## src/rtl/uart_tx_arbiter.sv

```systemverilog
// Round-robin arbiter sharing one UART transmitter between NUM_CH byte-stream sources.
// Each grant emits a channel header byte followed by that channel's payload bytes.
module uart_tx_arbiter #(
    parameter int         NUM_CH      = 4,
    parameter int         MAX_LEN     = 32,
    parameter logic [7:0] HEADER_BASE = 8'hA0
) (
    input  logic                  sample_clock,
    input  logic                  reset,
    input  logic [NUM_CH-1:0]     req_valid,
    input  logic [NUM_CH*8-1:0]   req_data,
    input  logic [NUM_CH-1:0]     req_last,
    output logic [NUM_CH-1:0]     req_ready,
    output logic [7:0]            tx_data,
    output logic                  tx_valid,
    input  logic                  tx_ready,
    output logic [3:0]            grant_id,
    output logic                  busy,
    output logic                  trunc
);

    // state | meaning
    // IDLE  | no packet in flight; arbitrate among valid requesters
    // HDR   | presenting the header byte of the granted channel
    // PAY   | passing the granted channel's payload bytes straight to the UART
    typedef enum logic [1:0] {
        ST_IDLE = 2'd0,
        ST_HDR  = 2'd1,
        ST_PAY  = 2'd2
    } state_t;

    localparam logic [3:0] RR_INIT  = 4'(NUM_CH - 1);
    localparam logic [7:0] LEN_LAST = 8'(MAX_LEN - 1);

    state_t       state_q, state_d;
    logic [3:0]   grant_q, grant_d;
    logic [3:0]   rr_ptr_q, rr_ptr_d;
    logic [7:0]   len_cnt_q, len_cnt_d;
    logic         trunc_q, trunc_d;
    logic         busy_q, busy_d;

    // Fixed-width views so a 4-bit channel index selects cleanly for any NUM_CH.
    logic [15:0]  valid_ext;
    logic [15:0]  last_ext;
    logic [15:0]  ready_ext;
    logic [127:0] data_ext;

    logic         pick_found;
    logic [3:0]   pick_id;
    logic [3:0]   scan_idx;

    logic         pay_valid;
    logic         pay_last;
    logic [7:0]   pay_data;

    assign valid_ext = 16'(req_valid);
    assign last_ext  = 16'(req_last);
    assign data_ext  = 128'(req_data);

    assign pay_valid = valid_ext[grant_q];
    assign pay_last  = last_ext[grant_q];
    assign pay_data  = data_ext[{grant_q, 3'b000} +: 8];

    // First valid channel after the last one served, wrapping modulo NUM_CH.
    always_comb begin
        pick_found = 1'b0;
        pick_id    = '0;
        scan_idx   = '0;
        for (int k = 1; k <= NUM_CH; k++) begin
            scan_idx = 4'((int'(rr_ptr_q) + k) % NUM_CH);
            if (!pick_found && valid_ext[scan_idx]) begin
                pick_found = 1'b1;
                pick_id    = scan_idx;
            end
        end
    end

    always_comb begin
        state_d   = state_q;
        grant_d   = grant_q;
        rr_ptr_d  = rr_ptr_q;
        len_cnt_d = len_cnt_q;
        trunc_d   = 1'b0;
        tx_valid  = 1'b0;
        tx_data   = '0;
        ready_ext = '0;

        case (state_q)
            ST_IDLE: begin
                if (pick_found) begin
                    grant_d   = pick_id;
                    len_cnt_d = '0;
                    state_d   = ST_HDR;
                end
            end
            ST_HDR: begin
                tx_valid = 1'b1;
                tx_data  = HEADER_BASE | {4'h0, grant_q};
                if (tx_ready) begin
                    state_d = ST_PAY;
                end
            end
            ST_PAY: begin
                tx_valid           = pay_valid;
                tx_data            = pay_data;
                ready_ext[grant_q] = tx_ready;
                if (pay_valid && tx_ready) begin
                    len_cnt_d = len_cnt_q + 8'd1;
                    // A final byte that also hits the length limit is a normal end, not a truncation.
                    if (pay_last) begin
                        state_d  = ST_IDLE;
                        rr_ptr_d = grant_q;
                    end else if (len_cnt_q == LEN_LAST) begin
                        state_d  = ST_IDLE;
                        rr_ptr_d = grant_q;
                        trunc_d  = 1'b1;
                    end
                end
            end
            default: begin
                state_d = ST_IDLE;
            end
        endcase

        busy_d = (state_d != ST_IDLE);
    end

    always_ff @(posedge sample_clock) begin
        if (reset) begin
            state_q   <= ST_IDLE;
            grant_q   <= '0;
            rr_ptr_q  <= RR_INIT;
            len_cnt_q <= '0;
            trunc_q   <= 1'b0;
            busy_q    <= 1'b0;
        end else begin
            state_q   <= state_d;
            grant_q   <= grant_d;
            rr_ptr_q  <= rr_ptr_d;
            len_cnt_q <= len_cnt_d;
            trunc_q   <= trunc_d;
            busy_q    <= busy_d;
        end
    end

    assign req_ready = ready_ext[NUM_CH-1:0];
    assign grant_id  = grant_q;
    assign busy      = busy_q;
    assign trunc     = trunc_q;

endmodule
```

## config.mk

```make
export PLATFORM = sky130hd
export DESIGN_NAME = uart_tx_arbiter
export DESIGN_NICKNAME = d
export VERILOG_FILES = /design/src/rtl/uart_tx_arbiter.sv
export SDC_FILE = /design/constraint.sdc
export NUM_CORES = 1
export LEC_CHECK = 0
export ABC_AREA = 0
export BUFFER_PORTS_ARGS = -buffer_cell sky130_fd_sc_hd__buf_2
export CAP_MARGIN = 10
export CORE_MARGIN = 4
export CORE_UTILIZATION = 50
export CTS_CLUSTER_SIZE = 8
export DETAILED_ROUTE_END_ITERATION = 10
export HOLD_SLACK_MARGIN = 0.15
export PLACE_DENSITY_LB_ADDON = 0.05
export SLEW_MARGIN = 20
export SYNTH_ARGS = -nofsm -noshare
export SYNTH_HDL_FRONTEND = slang
export SYNTH_SLANG_ARGS = --single-unit
```

## constraint.sdc

```tcl
create_clock -name sample_clock -period 3 [get_ports sample_clock]
set_input_delay 0.15 -clock sample_clock [delete_from_list [all_inputs] [get_ports sample_clock]]
set_output_delay 0.15 -clock sample_clock [all_outputs]
set_load 0.02 [all_outputs]
```

# Yosys cells after proc, flatten, opt, wreduce, memory -nomap -nowiden
# Index checks and enable logic that the tools add are counted.
[op_classes] n_lt_le_gt_ge=6 addsub=5 n_reduce_logical=20 eq_ne=5 shifts=1 bitwise=7 mux=37
[op_table] cell="variable part select 128 x 8 -> 8 bit" n=1
[op_table] cell="one-hot mux 8 bit (2 select lines)" n=2
[op_table] cell="less-than comparator 4 x 5 -> 1 bit, second input constant" n=5
[op_table] cell="2-to-1 mux 4 bit" n=5
[op_table] cell="2-to-1 mux 8 bit" n=2
[op_table] cell="2-to-1 mux 2 bit" n=7
[op_table] cell="binary-select mux 1 bit (select 3 bit)" n=4
[op_table] cell="2-to-1 mux 1 bit" n=12
[op_table] cell="adder 8 x 1 -> 8 bit, second input constant" n=1
[op_table] cell="binary-select mux 1 bit (select 4 bit)" n=2
[op_table] cell="== test 8 x 5 -> 1 bit, second input constant" n=1
[op_table] cell="OR reduction 2 bit" n=4
[op_table] cell="one-hot mux 2 bit (3 select lines)" n=1
[op_table] cell="AND reduction 3 bit" n=2
[op_table] cell="nonzero test 2 bit" n=3
[op_table] cell="logical AND 1 bit" n=5
[op_table] cell="adder 2 x 1 -> 2 bit, second input constant" n=2
[op_table] cell="adder 2 bit, second input constant" n=2
[op_table] cell="bitwise AND 1 bit, first input constant" n=4
[op_table] cell="bitwise AND 4 bit" n=1
[op_table] cell="demux 1 bit (select 4 bit)" n=1
[op_table] cell=">= comparator 4 x 1 -> 1 bit, second input constant" n=1
[op_table] cell="!= test 2 bit, second input constant" n=2
[op_table] cell="OR reduction 4 bit" n=1
[op_table] cell="7 further kinds" n=10
[word_totals] reg_bits=18 out_inout_bits=19 wordCells=87 input_bits=43

# Depth between registers and ports, before layout
# Gate-level depths: netlist (run 1).
[logic_depth] word_depth=18 depth_mapped=8 ltp_nobuf=6

# Worst setup path before layout (run 1)
# No wires, ideal clock.
[synth_path] path_kind="register -> register" start="register grant_q[0] (netlist: grant_id[0])" end="register len_cnt_q[0]" path_buffers=2 path_slack_ns=1.161 arrival_time_ns=1.718 setup_time_ns=0.122 path_stages_with_launch=7 required_ns=2.878 synth_period_minus_slack_ns=1.839 path_cell_list="dfxtp_1 > buf_4 > mux4_2 > a21oi_2 > buf_4 > or3_1 > a21oi_1"
[synth_via] elab_chain_len=5
[synth_rtl] element="from (decl)" line="36" text="logic [3:0] grant_q, grant_d;"
[synth_rtl] element="from (signal assigned)" line="138" text="grant_q <= grant_d;"
[synth_rtl] element="binary-select mux 1 bit (select 4 bit)" line="60" text="assign pay_valid = valid_ext[grant_q];"
[synth_rtl] element="2-to-1 mux 1 bit (implied by the code)" line="60"
[synth_rtl] element="logical AND 1 bit" line="107" text="if (pay_valid && tx_ready) begin"
[synth_rtl] element="!= test 2 bit (no line)"
[synth_rtl] element="AND reduction 3 bit (no line)"
[synth_rtl] element="to (signal assigned)" line="140" text="len_cnt_q <= len_cnt_d;"
[synth_rtl] element="to (decl)" line="38" text="logic [7:0] len_cnt_q, len_cnt_d;"
# No other way between the ends. The select of a mux whose other input is x is not followed.
# A chain may end at the register's enable or synchronous reset.

# Worst setup path after layout (run 1)
[layout_path] start="register state_q[0]" end="register len_cnt_q[3]"
[layout_via] elab_chain_len=3 word_cells_on_any_way=7 cone_classes="eq/ne: 3; mux: 1; reduce/logical: 3"
[layout_rtl] element="from (decl)" line="35" text="state_t state_q, state_d;"
[layout_rtl] element="from (signal assigned)" line="137" text="state_q <= state_d;"
[layout_rtl] element="== test 2 bit / zero test 2 bit (equally long branches)" line="88" text="case (state_q)"
[layout_rtl] element="!= test 2 bit (no line) / nonzero test 2 bit (equally long branches)"
[layout_rtl] element="AND reduction 3 bit (no line)"
# Several ways; a longest one is shown, not always the timed one.

==> results of run 1 <==
==> kinds of logic after synthesis <==
group | share of synthesized area
muxes | 0.1910
buffers and inverters | 0.09271
AOI/OAI and AO/OA | 0.2135
DFF | 0.2397
adders and majority gates | 0.04682
and+or+nand+nor | 0.2135
other | 0.002806
==> flip-flops by register name, summed over array words and instances (netlist names) <==
signal     cells
rr_ptr_q       2
trunc          1
busy           1
grant_id       2
state_q        2
len_cnt_q      8
==> how the worst max path moves through the flow <==
stage,start,to,slack (ns),depth (start not counted)
finish,state_q[0],len_cnt_q[3],0.86,6
global route,state_q[0],len_cnt_q[7],0.66,6
CTS,grant_id[0],tx_data[7],0.84,5
detailed placement,state_q[0],len_cnt_q[3],0.89,6
global placement,state_q[0],len_cnt_q[7],0.97,6
floorplan,grant_id[0],len_cnt_q[0],1.16,6
==> stage by stage <==
stage	area, µm²	power, mW
final	1630	0.7295
after CTS	1630	0.7331
after global placement	1594	0.5824
after global routing	1630	0.7819
after detailed placement	1594	0.5904
after floorplan	1340	0.5140
==> cell usage in the layout, fill, tap and decap left out, types with 4 or more instances in the layout <==
| master | synthesis | final |
|---|---|---|
| or4_1 | 5 | 5 |
| nor2b_1 | 5 | 5 |
| o31ai_1 | 5 | 5 |
| ha_1 | 5 | 5 |
| a21o_1 | 4 | 4 |
| inv_1 | 8 | 8 |
| and3_1 | 5 | 5 |
| nand3_1 | 6 | 6 |
| a21oi_1 | 15 | 15 |
| dfxtp_1 | 16 | 16 |
| mux4_2 | 10 | 10 |
| buf_2 | 2 | 59 |
| nor2_1 | 10 | 10 |
| nor3_1 | 4 | 4 |
| nand2_1 | 6 | 6 |
==> report_power, final <==
part / switching [mW] / internal, mW / total (mW)
clock network: 0.0708 / 0.0739 / 0.145
logic: 0.185 / 0.149 / 0.335
registers: 0.0206 / 0.230 / 0.250
total: 0.277 / 0.453 / 0.729
==> routing by layer <==
layer | vias to the layer above | GRT usage | wire, µm
li1 | 676 | - | -
met5 | - | 0 | 0
met3 | 8 | 0.03888 | 134
met4 | 0 | 0.05696 | 58
met1 | 675 | 0.2763 | 1543
met2 | 29 | 0.3765 | 1813
==> layout make-up <==
class / count / area [µm²] / share of cell area
Sequential cell: 16 / 320.3 / 0.1965
Timing Repair Buffer: 61 / 310.3 / 0.1903
Inverter: 8 / 30.03 / 0.01842
Multi-Input combinational cell: 113 / 895.9 / 0.5495
Clock buffer: 4 / 36.28 / 0.02226
Tap cell: 30 / 37.54 / 0.02302
==> flow_summary.toml, run 1 <==
[outcome]
run_status = "finished clean"

[layout]
fin_util = 0.6463
syn2layout_area_growth_pct = 22.00
fillers = 221
nets = 251
finalNonFillerCells = 232
antennaDiodeCount = 0
drive_above_1_share = 0.3812

[global_route]
grtUsageTotal = 0.2173
grt_overflow = 0
grt_pass1_wl_um = 5947
grt_pass1_vias = 1328
grt_antenna_before_repair = 0
grt_start_max_net_pins = 18

[setup_path]
start_kind = "register"
end_kind = "register"
slowest_delay_ns = 0.53
critical_path_required_ns = 3.22
reg2reg_from = "state_q[0]"
crit_path_max_fanout = 17
reg2reg_depth = 6
crit_slowest_cell = "ha_1"
r2r-end = "len_cnt_q[3]"
arrival_ns = 2.36
worstSetupPathType = "register to register"
path_buf_inv = 1
crit_family = "simple AND/OR/NAND/NOR gates"
path_cells = "inv_1 -> ha_1 -> nor2_1 -> a21o_1 -> or4_1 -> a21oi_1"
r2r_slack_ns = 0.86

[cts]
path_clk_slew_ns = 0.10
clockBufferDepth = 2
clock_latency_ns = 0.29
ctsResizeCount = 0
post_cts_buffers = 0
cts_num_sinks = 16
htreeDepth = 1
postCtsHoldBufs = 0
cts_tree = "yes"
cts-root-buf = "clkbuf_4"
cts_made_buffers = 3

[placed_design]
hpwl_um = 2911
gp_congestion = 0.8253
io_buffers = 59
dpl.cell_count = 228
dp_slack_ns = 0.8919

[routing]
vias = 1388
drt_iter0_markers = 84
drt-pass1-iter-count = 4
wl_per_cell_um = 15.30
drt_wl_total_um = 3549
drc = 0
ant_nets = 0
vias_per_cell = 5.983

[sta]
hold_viol = 0
layout_min_cycle_time_ns = 2.136
worstMarginPinSlew_ns = 0.7231
setup_viol = 0
slew_headroom = 0.5135
timing.hold.ws_ns = 0.1838
fin_ws_ns = 0.8639
finalSetupTns_ns = 0
rsz0062_at_grt = "false"
fin_skew_ns = 0.001768
slew_violations = 0
timing.final.crit_share = 0.7120
max_freq_mhz = 468.1

[floorplan]
fp.dieH_um = 59.70
coreArea_mm2 = 0.002522
placementRows = 18
initial_utilization = 0.5298
ios = 62
die_area_mm2 = 0.003563
fp.dieW_um = 59.70

[logic_synthesis]
yosys-top-cells-count = "dfxtp_1 (16), a21oi_1 (15), mux4_2 (10), nor2_1 (10), inv_1 (8)"
synthArstFlopShare = 0
synthFlopType = "dfxtp_1"
ys_ff_latch = 16
synth_top_area_frac = 0.2397
yosysWarningCount = 0
ys_seq_area_frac = 0.2397
synth_enable_flop_cells = 0
syn_area_mm2 = 0.001336
ys_top_cells_by_area = "dfxtp_1 (24%), mux4_2 (17%), a21oi_1 (5.6%)"
postSynthAreaPerCell_um2 = 8.968
synthMostInstantiatedCell = "dfxtp_1"
synthDistinctLibCells = 45
synth_top_cell_by_area = "dfxtp_1"
netlist_instances = 149

[worst_hold_path]
hold_path_class = "input port to register"
min_to = "grant_id[1]"
worstHoldStart = "reset"
min_path_cells = 2

[job]
drv_cap = 0

[pwr]
leakagePower_nw = 0.7492
ir_worst_vdd_v = 0.0004061
p_per_area_mw_per_mm2 = 447.5
(Power assumes the default switching activity.)
==> run 2, diff against run 1 <==
CORE_UTILIZATION = 47   (was 50)
clock period = 2 ns   (was 3 ns; I/O delays follow)
==> flow_summary.toml, run 2 (synthesis results as in run 1) <==
[layout]
fillers = 235
final_common_cell = "buf_2"
seqCellArea_um2 = 321.6
largest_reg_flops = 8
largest-register = "len_cnt_q"
fin_util = 0.6265
multiInputGateArea_um2 = 895.9
finalNonFillerCells = 242
final_cell_mix = "buf_2 (59), a21oi_1 (15), dfxtp_1 (15)"
nets = 260
drive_above_1_share = 0.4028
antennaDiodeCount = 0
syn2layout_area_growth_pct = 28.18

[floorplan]
initial_utilization = 0.4888
coreArea_mm2 = 0.002734
fp.dieH_um = 61.32
placementRows = 19
die_area_mm2 = 0.003760
fp.dieW_um = 61.32
ios = 62

[setup_path]
slowest_delay_ns = 0.53
path_cells = "dlygate4sd3_1 -> buf_2 -> mux4_2 -> a21oi_2 -> buf_4 -> o21ai_0 -> a21oi_1"
crit_slowest_cell = "dlygate4sd3_1"
crit_path_max_fanout = 12
start_kind = "input port"
crit_family = "buffers and inverters"
path_buf_inv = 3
worstSetupPathType = "input port to register"
end_kind = "register"
r2r_slack_ns = 0.13
arrival_ns = 2.14
critical_path_required_ns = 2.23

[sta]
setup_viol = 0
slew_violations = 0
max_freq_mhz = 523.5
fin_skew_ns = 0.001023
hold_viol = 0
layout_min_cycle_time_ns = 1.910
timing.final.crit_share = 0.9551
finalSetupTns_ns = 0
rsz0062_at_grt = "false"

[pwr]
leakagePower_nw = 0.7961
ir_worst_vdd_v = 0.0006001
p_per_area_mw_per_mm2 = 668.8
fin_total_pwr_mw = 1.146

[routing]
drt-pass1-iter-count = 4
ant_nets = 0
vias = 1448
vias_per_cell = 5.983
wl_per_cell_um = 15.34
drt_iter0_markers = 71
drc = 0
drt_wl_total_um = 3712

[placed_design]
gp_congestion = 0.8962
hpwl_um = 2953
io_buffers = 59
dpl.cell_count = 236

[cts]
cts_num_sinks = 16
clockBufferDepth = 2
path_clk_slew_ns = 0.10
cts_made_buffers = 3
htreeDepth = 1
cts_tree = "yes"
cts-root-buf = "clkbuf_4"
clock_latency_ns = 0.29

[job]
drv_cap = 0

[global_route]
grt_overflow = 0
grt_start_max_net_pins = 16
grt_pass1_wl_um = 6134
grtUsageTotal = 0.2168
grt_util_met1 = 0.2674
grtUsageMet2 = 0.3912
grt_pass1_vias = 1409
top_usage_layer = "met2"
grt_antenna_before_repair = 0
use_met3 = 0.04822

[worst_hold_path]
hold_path_class = "input port to register"

[outcome]
run_status = "finished clean"
-- run 2: cell types whose count changed in the layout (fill, tap and decap cells not counted) --
cell,before,now
dfxtp_2,0,1
buf_4,2,8
dlygate4sd3_1,0,2
buf_8,0,1
dfxtp_1,16,15
-- run 2: area by class of cell --
cell class	instances	area share
multi-input cells	113	0.5230
repair buffers	70	0.2279
flip-flops and latches	16	0.1877
well taps	31	0.02264
clock buffers	4	0.02118
inverters	8	0.01753
-- run 2: layer usage --
layer / routed length [µm] / vias up
met1: 1557 / 704
met4: 13 / 0
met3: 232 / 2
met5: 0 / -
li1: - / 690
met2: 1909 / 52
-- run 2: stage by stage --
stage               hold slack, ns  worst slack (ns)  cell area, µm²
floorplan                   0.2687            0.1609            1340
global placement            0.4296            0.1757            1648
detailed placement          0.4257            0.1444            1648
CTS                         0.1518         0.0004887            1704
global route                0.1846          0.007306            1713
finish                      0.1635           0.08981            1713
-- run 2: worst min-delay path, delay by kind of cell --
| kind | cells | cell delay [ns] |
|---|---|---|
| buf+inv | 1 | 0.15 |
| simple gates | 2 | 0.16 |
-- run 2: power breakdown --
part	internal, mW	total [mW]	switching, mW
logic	0.257	0.551	0.294
clock network	0.111	0.222	0.111
registers	0.346	0.373	0.0268
total	0.714	1.15	0.431
-- run 2: worst paths after layout --
kind                start            to  cells past startpoint
max          req_valid[1]  len_cnt_q[0]                      7
max reg2reg    state_q[0]  len_cnt_q[2]                      6
min reg2reg  len_cnt_q[7]  len_cnt_q[7]                      2
min              tx_ready         trunc                      3
-- run 2: what timing repair did --
action	CTS	global route
buffers inserted	0	0
hold buffers	2	0
resized for setup	0	3
setup endpoints to repair	0	8
hold endpoints to repair	4	0
==> run 3, diff against run 2 <==
ABC_AREA = 1   (was 0)
CORE_UTILIZATION = 48   (was 47)
==> flow_summary.toml, run 3 <==
[setup_path]
end_kind = "register"
crit_path_max_fanout = 8
arrival_ns = 2.06
path_buf_inv = 3
crit_slowest_cell = "dlygate4sd3_1"
slowest_delay_ns = 0.58
critical_path_required_ns = 2.17
crit_family = "buffers and inverters"
start_kind = "register"
path_cells = "inv_2 -> nand2_1 -> inv_2 -> a22oi_2 -> dlygate4sd3_1 -> nand2_1 -> nor4_1"
worstSetupPathType = "register to register"

[outcome]
run_status = "finished clean"

[global_route]
grt_overflow = 0
grt_antenna_before_repair = 0
grt_pass1_wl_um = 7231
grt_start_max_net_pins = 12
grt_pass1_vias = 1690
grtUsageTotal = 0.2138

[sta]
timing.final.crit_share = 0.9427
setup_viol = 0
timing.hold.ws_ns = 0.2282
hold_viol = 0
layout_min_cycle_time_ns = 1.885
rsz0062_at_grt = "false"
slew_violations = 0
fin_skew_ns = 0.0004600
fin_ws_ns = 0.1147
finalSetupTns_ns = 0
max_freq_mhz = 530.4

[layout]
largest_reg_flops = 8
largest-register = "len_cnt_q"
fin_area_mm2 = 0.001887
drive_above_1_share = 0.2748
final_cell_mix = "nand2_1 (81), buf_2 (59), inv_1 (30)"
final_common_cell = "nand2_1"
syn2layout_area_growth_pct = 25.67
finalNonFillerCells = 357
nets = 363
fin_util = 0.6231
antennaDiodeCount = 0

[routing]
drt-pass1-iter-count = 4
ant_nets = 0
vias_per_cell = 5.042
drc = 0
drt_iter0_markers = 124
wl_per_cell_um = 11.73
drt_wl_total_um = 4189
vias = 1800

[pwr]
ir_worst_vdd_v = 0.0004824
p_switching_uw = 459.8
clkPwrFrac = 0.149
p_per_area_mw_per_mm2 = 575.0
pwr-share-seq = 0.349
p_int_uw = 625.1
fin_total_pwr_mw = 1.085
leakagePower_nw = 1.030
swShare = 0.4238
power_frac_comb = 0.503

[cts]
path_clk_slew_ns = 0.08
htreeDepth = 1
cts_tree = "yes"
cts-root-buf = "clkbuf_4"
cts_made_buffers = 3
post_cts_buffers = 0
cts_num_sinks = 16
clock_latency_ns = 0.28
clockBufferDepth = 2

[worst_hold_path]
hold_path_class = "input port to register"

[floorplan]
coreArea_mm2 = 0.003028
die_area_mm2 = 0.004087
fp.dieH_um = 63.93
fp.dieW_um = 63.93
initial_utilization = 0.4959
placementRows = 20
ios = 62

[logic_synthesis]
yosysWarningCount = 0
synth_top_cell_by_area = "dfxtp_1"
postSynthAreaPerCell_um2 = 5.982
netlist_instances = 251
synthDistinctLibCells = 32
synth_top_area_frac = 0.2133
yosys-top-cells-count = "nand2_1 (81), inv_1 (30), nand3_1 (21), nor2_1 (19), dfxtp_1 (16)"
synth_enable_flop_cells = 0
synthMostInstantiatedCell = "nand2_1"
synthFlopType = "dfxtp_1"
syn_area_mm2 = 0.001501
ys_seq_area_frac = 0.2133
synthArstFlopShare = 0
ys_top_cells_by_area = "dfxtp_1 (21%), nand2_1 (20%), inv_1 (7.5%)"
ys_ff_latch = 16

[placed_design]
dp_slack_ns = 0.1479
dpl.cell_count = 350
gp_congestion = 0.8149
io_buffers = 59
post_dp_cell_area_mm2 = 0.001821
hpwl_um = 3403

[job]
drv_cap = 0
==> run 3: changes by cell type after synthesis, moves of 5 or more <==
cell and delta:
nand2_1 +75, inv_1 +22, nand3_1 +15, mux4_2 -10, nor2_1 +9, inv_2 +6
nand2_2 +6, a22oi_1 +5, and3_1 -5, nor2b_1 -5, o31ai_1 -5, or4_1 -5
==> run 3: kinds of logic after synthesis <==
| group | Yosys count | synth area share |
|---|---|---|
| buffers and inverters | 42 | 0.1183 |
| xor gates and xnor gates | 2 | 0.01167 |
| AOI/OAI and AO/OA | 43 | 0.1908 |
| other | 1 | 0.002498 |
| adders and majority gates | 5 | 0.04167 |
| and+or+nand+nor | 142 | 0.4217 |
| DFF | 16 | 0.2133 |
==> run 3: worst paths after layout <==
check	end	cells after the start	slack, ns	startpoint
max	trunc	7	0.11	grant_id[1]
min	trunc	6	0.23	req_last[3]
max reg2reg	trunc	7	0.11	grant_id[1]
min reg2reg	len_cnt_q[5]	2	0.47	len_cnt_q[5]
==> run 3: worst register-to-register path, stage by stage (launching register included) <==
cell and delay (ns):
dfxtp_2 0.37, inv_2 0.08, nand2_1 0.14, inv_2 0.11, a22oi_2 0.17, dlygate4sd3_1 0.58
nand2_1 0.05, nor4_1 0.27
==> run 3: routing by layer <==
metal	vias to the layer above	track usage	wire [µm]
met1	795	0.2796	1838
met5	-	0	0
li1	950	-	-
met3	2	0.04218	297
met4	0	0.04852	13
met2	53	0.3600	2039
==> run 3: power by group through the flow <==
| stage | sequential [mW] | clock, mW | combinational, mW |
|---|---|---|---|
| 3_5_place_dp | 0.384 | 0 | 0.530 |
| 5_1_grt | 0.385 | 0.178 | 0.614 |
| 3_3_place_gp | 0.383 | 0 | 0.527 |
| 6_report | 0.378 | 0.161 | 0.545 |
| 4_1_cts | 0.376 | 0.171 | 0.544 |
| 2_1_floorplan | 0.397 | 0 | 0.363 |
==> run 3: layout make-up <==
class / count / area, µm²
inverter: 36 / 135.1
fill: 309 / 1141
clock buffer: 3 / 22.52
tap: 44 / 55.05
sequential: 16 / 324.1
timing repair buffer: 64 / 342.8
multi-input combinational: 194 / 1007
==> run 3: repair_timing <==
item | 4_1_cts | 5_1_grt
hold buffers | 4 | 0
hold endpoints to repair | 7 | 0
gates resized for setup | 0 | 3
endpoints found under the setup margin | 0 | 9
